[config.mk]
export PLATFORM = sky130hd
export DESIGN_NAME = select_leaf_node
export DESIGN_NICKNAME = d
export VERILOG_FILES = /design/src/rtl/select_leaf_node.sv
export SDC_FILE = /design/constraint.sdc
export NUM_CORES = 1
export LEC_CHECK = 0
export CAP_MARGIN = 15
export CORE_ASPECT_RATIO = 0.6
export CORE_UTILIZATION = 31
export DETAILED_ROUTE_END_ITERATION = 16
export GPL_ROUTABILITY_DRIVEN = 1
export HOLD_SLACK_MARGIN = 0.1
export MAX_ROUTING_LAYER = met4
export PLACE_DENSITY_LB_ADDON = 0.25
export SYNTH_ARGS = -nofsm -noshare
export SYNTH_HDL_FRONTEND = slang
export SYNTH_SLANG_ARGS = --single-unit
[constraint.sdc]
create_clock -name CLK -period 1.8 [get_ports CLK]
set_clock_uncertainty 0.05 [all_clocks]
set_input_delay 0.18 -clock CLK [delete_from_list [all_inputs] [get_ports CLK]]
set_output_delay 0.18 -clock CLK [all_outputs]
set_load 0.01 [all_outputs]
[src/rtl/select_leaf_node.sv]
// Leaf extraction for a 4-symbol Huffman tree: finds the two internal nodes by
// weight sums and registers the four remaining leaf records in index order.
module select_leaf_node (
   input  logic        CLK,
   input  logic        nRST,
   input  logic [12:0] info_node_1,
   input  logic [12:0] info_node_2,
   input  logic [12:0] info_node_3,
   input  logic [12:0] info_node_4,
   input  logic [12:0] info_node_5,
   input  logic [12:0] info_node_6,
   input  logic [12:0] info_node_7,
   output logic [12:0] leaf_A,
   output logic [12:0] leaf_B,
   output logic [12:0] leaf_C,
   output logic [12:0] leaf_D
);

   logic [12:0] node [1:6];
   logic [8:0]  sum0;
   logic [8:0]  sum1;
   logic [6:1]  eq0;
   logic [6:1]  eq1;
   logic [6:1]  i0_mask;
   logic [6:1]  i1_mask;
   logic        i0_found;
   logic        i1_found;
   logic [6:1]  excl_mask;
   logic [12:0] leaf_next [0:3];
   logic [12:0] leaf_reg  [0:3];
   logic        unused_root;

   // The root record only closes the tree; it can never be a leaf.
   assign unused_root = ^info_node_7;

   assign node[1] = info_node_1;
   assign node[2] = info_node_2;
   assign node[3] = info_node_3;
   assign node[4] = info_node_4;
   assign node[5] = info_node_5;
   assign node[6] = info_node_6;

   // 9-bit sums so that an overflowing pair can never alias a small weight.
   assign sum0 = {1'b0, node[1][7:0]} + {1'b0, node[2][7:0]};
   assign sum1 = {1'b0, node[3][7:0]} + {1'b0, node[4][7:0]};

   generate
      for (genvar gi = 1; gi <= 6; gi++) begin : g_match
         if (gi >= 3) begin : g_eq0
            assign eq0[gi] = (sum0 == {1'b0, node[gi][7:0]});
         end else begin : g_no_eq0
            assign eq0[gi] = 1'b0;
         end
         if (gi >= 5) begin : g_eq1
            assign eq1[gi] = (sum1 == {1'b0, node[gi][7:0]});
         end else begin : g_no_eq1
            assign eq1[gi] = 1'b0;
         end
      end
   endgenerate

   // Lowest-index match wins; merge 1's product may not reuse merge 0's.
   always_comb begin
      i0_found = 1'b0;
      i0_mask  = '0;
      for (int j = 3; j <= 6; j++) begin
         if (!i0_found && eq0[j]) begin
            i0_found   = 1'b1;
            i0_mask[j] = 1'b1;
         end
      end
   end

   always_comb begin
      i1_found = 1'b0;
      i1_mask  = '0;
      for (int j = 5; j <= 6; j++) begin
         if (!i1_found && eq1[j] && !i0_mask[j]) begin
            i1_found   = 1'b1;
            i1_mask[j] = 1'b1;
         end
      end
   end

   // Fallback excludes nodes 5 and 6, which yields nodes 1..4 unchanged.
   assign excl_mask = (i0_found && i1_found) ? (i0_mask | i1_mask) : 6'b110000;

   always_comb begin
      logic [2:0] cnt;
      cnt = 3'd0;
      for (int k = 0; k < 4; k++) begin
         leaf_next[k] = '0;
      end
      for (int j = 1; j <= 6; j++) begin
         if (!excl_mask[j]) begin
            if (cnt < 3'd4) begin
               leaf_next[cnt[1:0]] = node[j];
            end
            cnt = cnt + 3'd1;
         end
      end
   end

   always_ff @(posedge CLK or posedge nRST) begin
      if (nRST) begin
         for (int k = 0; k < 4; k++) begin
            leaf_reg[k] <= '0;
         end
      end else begin
         for (int k = 0; k < 4; k++) begin
            leaf_reg[k] <= leaf_next[k];
         end
      end
   end

   assign leaf_A = leaf_reg[0];
   assign leaf_B = leaf_reg[1];
   assign leaf_C = leaf_reg[2];
   assign leaf_D = leaf_reg[3];

endmodule

# == After elaboration in Yosys (flattened, before gate mapping) ==
# Cells that the tools add are included.
# word_totals
elab_cells,97
regBits,52
input_bits,93
# op_classes
muxes,42
reduce_logical,18
n_bitwise,6
n_lt_le_gt_ge,15
add_sub_neg,6
eq_ne,6
# op_table
op,n
$mux W52,10
$bwmux W52,5
$demux W13 S2,5
$mux W13,6
$eq A9 B8 Y1,6
$add A8 B8 Y9,2
$ge A3 B3 Y1 const B,5
$lt A3 B1 Y1 const B,5
$lt A3 B3 Y1 const B,5
$not A2 Y3,5
$add A3 B1 Y3 const B,4
$logic_and A1 B1 Y1,12
$mux W3,4
$mux W1,11
$logic_not A1 Y1,6
$mux W6,1
$or A6 B6 Y6,1

# == Longest topological paths before layout ==
# Gate-level depths: netlist of the first run.
# depth
word_depth,39
mapped_depth,19
ltp_nobuf,17

# == Worst setup path before layout of the first run ==
# No wires, ideal clock.
# synth_timing
kind,input to register
startpoint,input info_node_3[0]
endpoint,register leaf_reg (netlist bit leaf_A[10])
path_buffers,3
setup_slack_ns,-2.103
cell_stages,19
arrival_ns,3.728
required_ns,1.625
setup_ns,0.125
path_cell_list,ha_1 -> inv_1 -> fa_1 -> nor2b_1 -> o22a_1 -> xnor2_1 -> nor4_1 -> and4_1 -> clkbuf_1 -> o21ai_0 -> o21ai_0 -> nand3_1 -> ha_1 -> a21oi_2 -> nand3_2 -> or3b_1 -> buf_2 -> buf_6 -> mux2_4
# synth_rtl
element,line,source
"start, declared",8,"input logic [12:0] info_node_3,"
"end signal, assigned by index",111,leaf_reg[k] <= leaf_next[k];
"end, declared",30,logic [12:0] leaf_reg [0:3];

==> impl_metrics.json, run 1 <==
{
  "yosys-top-cells-area": "dfrtp_1 (30%), mux2i_1 (6.1%), xnor2_1 (5.7%)",
  "hold_ws_ps": 188.8,
  "num_vias": 4753,
  "leakage_nw": 3.538,
  "p_sw_mw": 1.351,
  "yosysWarnings": 0,
  "drv_cap": 0,
  "io_buffers": 131,
  "ys_seq_area_frac": 0.3025,
  "finalHoldViolCount": 0,
  "root_buffer": "clkbuf_16",
  "period_minus_slack_ps": 3578,
  "synth_cells": 428,
  "cp.arrival_ps": 3700,
  "wl_per_cell_um": 22.05,
  "crit_chain": "clkdlybuf4s50_1, ha_4, buf_4, o2111ai_2, nand2_1, a2111oi_4, and4_4, nand3_4, ha_4, a21oi_4, nand3_2, or3b_4, buf_12, mux2_4",
  "cp_max_fo": 7,
  "grt_use_total": 0.2717,
  "ys_async_sr_fraction": 1.000,
  "combPwrFrac": 0.465,
  "drt_iter0_drc": 329,
  "cts_sinks": 52,
  "routed_wl_mm": 19.25,
  "initial_core_util": 0.3266,
  "die-area_mm2": 0.01437,
  "boundaryPins": 145,
  "synth_edf_count": 0,
  "cts_tree": "yes",
  "grt_pass1_vias": 4833,
  "worstPathRequired_ps": 1930,
  "die_w_um": 154.1,
  "final_cell_count_no_fill": 873,
  "cp_slowest_cell": "clkdlybuf4s50_1",
  "outcome": "finished with violations",
  "synth_top_area_share": 0.3025,
  "dr.pass1.iters": 6,
  "final_common_cell": "buf_4",
  "max-slew-margin-rel": 0.5499,
  "violations": "setup timing",
  "period_share": 1.988,
  "antenna_found_initial": 0,
  "rows": 32,
  "place.gp.congestion": 0.9985,
  "pwr-share-seq": 0.301,
  "dp_hpwl_mm": 14.25,
  "fmax_mhz": 279.5,
  "synth_seq_cells": 52,
  "layout_common_cells": "buf_4 (131), clkdlybuf4s50_1 (107), dfrtp_1 (52)",
  "core_region_area_mm2": 0.01317,
  "drive_gt1_frac": 0.4083,
  "synth_area_leader_cell": "dfrtp_1",
  "drc": 0,
  "ir_worst_vdd_v": 0.0003532,
  "antenna_left": 0,
  "grt_pass1_wl_mm": 28.20,
  "dp_cells": 833,
  "grt_overflow": 0,
  "ys_types": 66,
  "rsz0062_at_grt": "true",
  "layout.nets": 816,
  "cts_buffers": 5,
  "synthFlopType": "dfrtp_1",
  "antennaDiodeCount": 0,
  "postPlaceCellArea_mm2": 0.006902,
  "crit_path_frequent_cell": "ha_4",
  "clockBufferDepth": 2,
  "mappedNetlistNets": 542,
  "clkPwrFrac": 0.234,
  "grt_max_degree": 53,
  "critPathMaxStageDelay_ps": 550,
  "cp-start-kind": "input pin",
  "switching_share": 0.3248,
  "tightestPinTransition_ps": 673.0,
  "finish.instance_area_mm2": 0.007802,
  "die_h_um": 93.25,
  "timing.final.ws_setup_ps": -1778,
  "min_path_type": "in2async",
  "htree_levels": 2,
  "vias_per_cell": 5.444,
  "power.density_mw_per_mm2": 533.2,
  "synthesis.area_mm2": 0.004302,
  "areaGrowthSynthToFinish_pct": 81.38,
  "setup_violations": 52,
  "clk_pin_slew_worst_paths_ps": 70,
  "endpoint_kind": "flip-flop",
  "p_int_mw": 2.809,
  "worst-setup-path-type": "in2reg",
  "drv_slew": 0,
  "post_synth.cell_area_avg_um2": 10.05
}
## area by class of cell
class | instances | area (um^2)
clock buffer | 8 | 146.4
fill | 1120 | 5370
inverter | 13 | 48.80
multi-input combinational | 339 | 3402
sequential | 52 | 1301
tap | 170 | 212.7
timing repair buffer | 291 | 2691
## power by group through the flow
stage | clock (mW) | combinational (mW) | sequential, mW
6_report | 0.974 | 1.93 | 1.25
5_1_grt | 1.05 | 2.05 | 1.26
4_1_cts | 0.987 | 1.83 | 1.25
3_5_place_dp | 0 | 1.67 | 1.27
3_3_place_gp | 0 | 1.66 | 1.27
2_1_floorplan | 0 | 0.716 | 1.30
## per-layer routing
metal / vias up / GRT usage / wire length, um
li1: 2176 / - / -
met1: 2326 / 0.3943 / 9246
met2: 241 / 0.3807 / 7943
met3: 10 / 0.07275 / 1937
met4: 0 / 0.03750 / 121
met5: - / - / 0
## kinds of logic after synthesis
family / after synthesis / share of synthesized area
fa+ha+maj: 21 / 0.06457
buf+inv: 39 / 0.03839
simple gates: 97 / 0.1283
mux: 54 / 0.1425
flops: 52 / 0.3025
xor+xnor: 48 / 0.1108
compound gates: 117 / 0.2129
## cell usage after synthesis, types with 5 or more instances
library cell,n
a21o_1,16
a21oi_1,17
a31oi_1,5
a32o_1,13
a32oi_1,13
and4_1,5
buf_2,6
clkbuf_1,17
dfrtp_1,52
ha_1,19
inv_1,13
mux2_2,18
mux2_4,10
mux2i_1,26
nand2_1,11
nand3_1,6
nand4_1,9
nor2_1,28
nor3_1,7
o21ai_0,20
or2_2,5
xnor2_1,28
xor2_1,16
## registers in the layout, indices dropped and copies added, names as in the netlist
signal and flops:
leaf_A 13, leaf_B 13, leaf_C 13, leaf_D 13
## final timing paths
| path | startpoint | endpoint | slack (ps) | cells past startpoint |
|---|---|---|---|---|
| min | nRST | leaf_A[12] | 190 | 3 |
| max | info_node_2[5] | leaf_A[4] | -1780 | 14 |
| max in group asynchronous | nRST | leaf_A[8] | 1250 | 3 |
| min in group CLK | info_node_1[0] | leaf_A[0] | 200 | 3 |
## worst max-delay path: cells and delay by family
family | cells | cell delay, ps
and+or+nand+nor | 5 | 1210
muxes | 1 | 300
adders and majority gates | 2 | 420
buffers and inverters | 3 | 890
AOI/OAI and AO/OA | 3 | 700
## timing repair
item                       in CTS  in global routing
resized for setup             115                 42
pin swaps                      33                 28
cloned                          3                  4
buffers inserted               18                  7
setup endpoints to repair      52                 52
hold buffers                    0                  0
hold endpoints to repair        0                  0
## per-stage QoR
stage	TNS (ps)	util	total power [mW]	setup WS, ps
final	-89420	0.5923	4.160	-1778
after floorplan	-82510	-	2.014	-1791
after global placement	-130630	0.5239	2.928	-2583
after global routing	-94120	0.5923	4.357	-1843
after detailed placement	-135480	0.5239	2.940	-2704
after CTS	-84520	0.5724	4.072	-1759
No activity file was read; power rests on OpenSTA's default activity.
==> run 2, diff against run 1 <==
CTS_CLUSTER_SIZE = 10   (was unset)
==> results of run 2 <==
The final DEF is identical to that of run 1; final timing and power are the same.
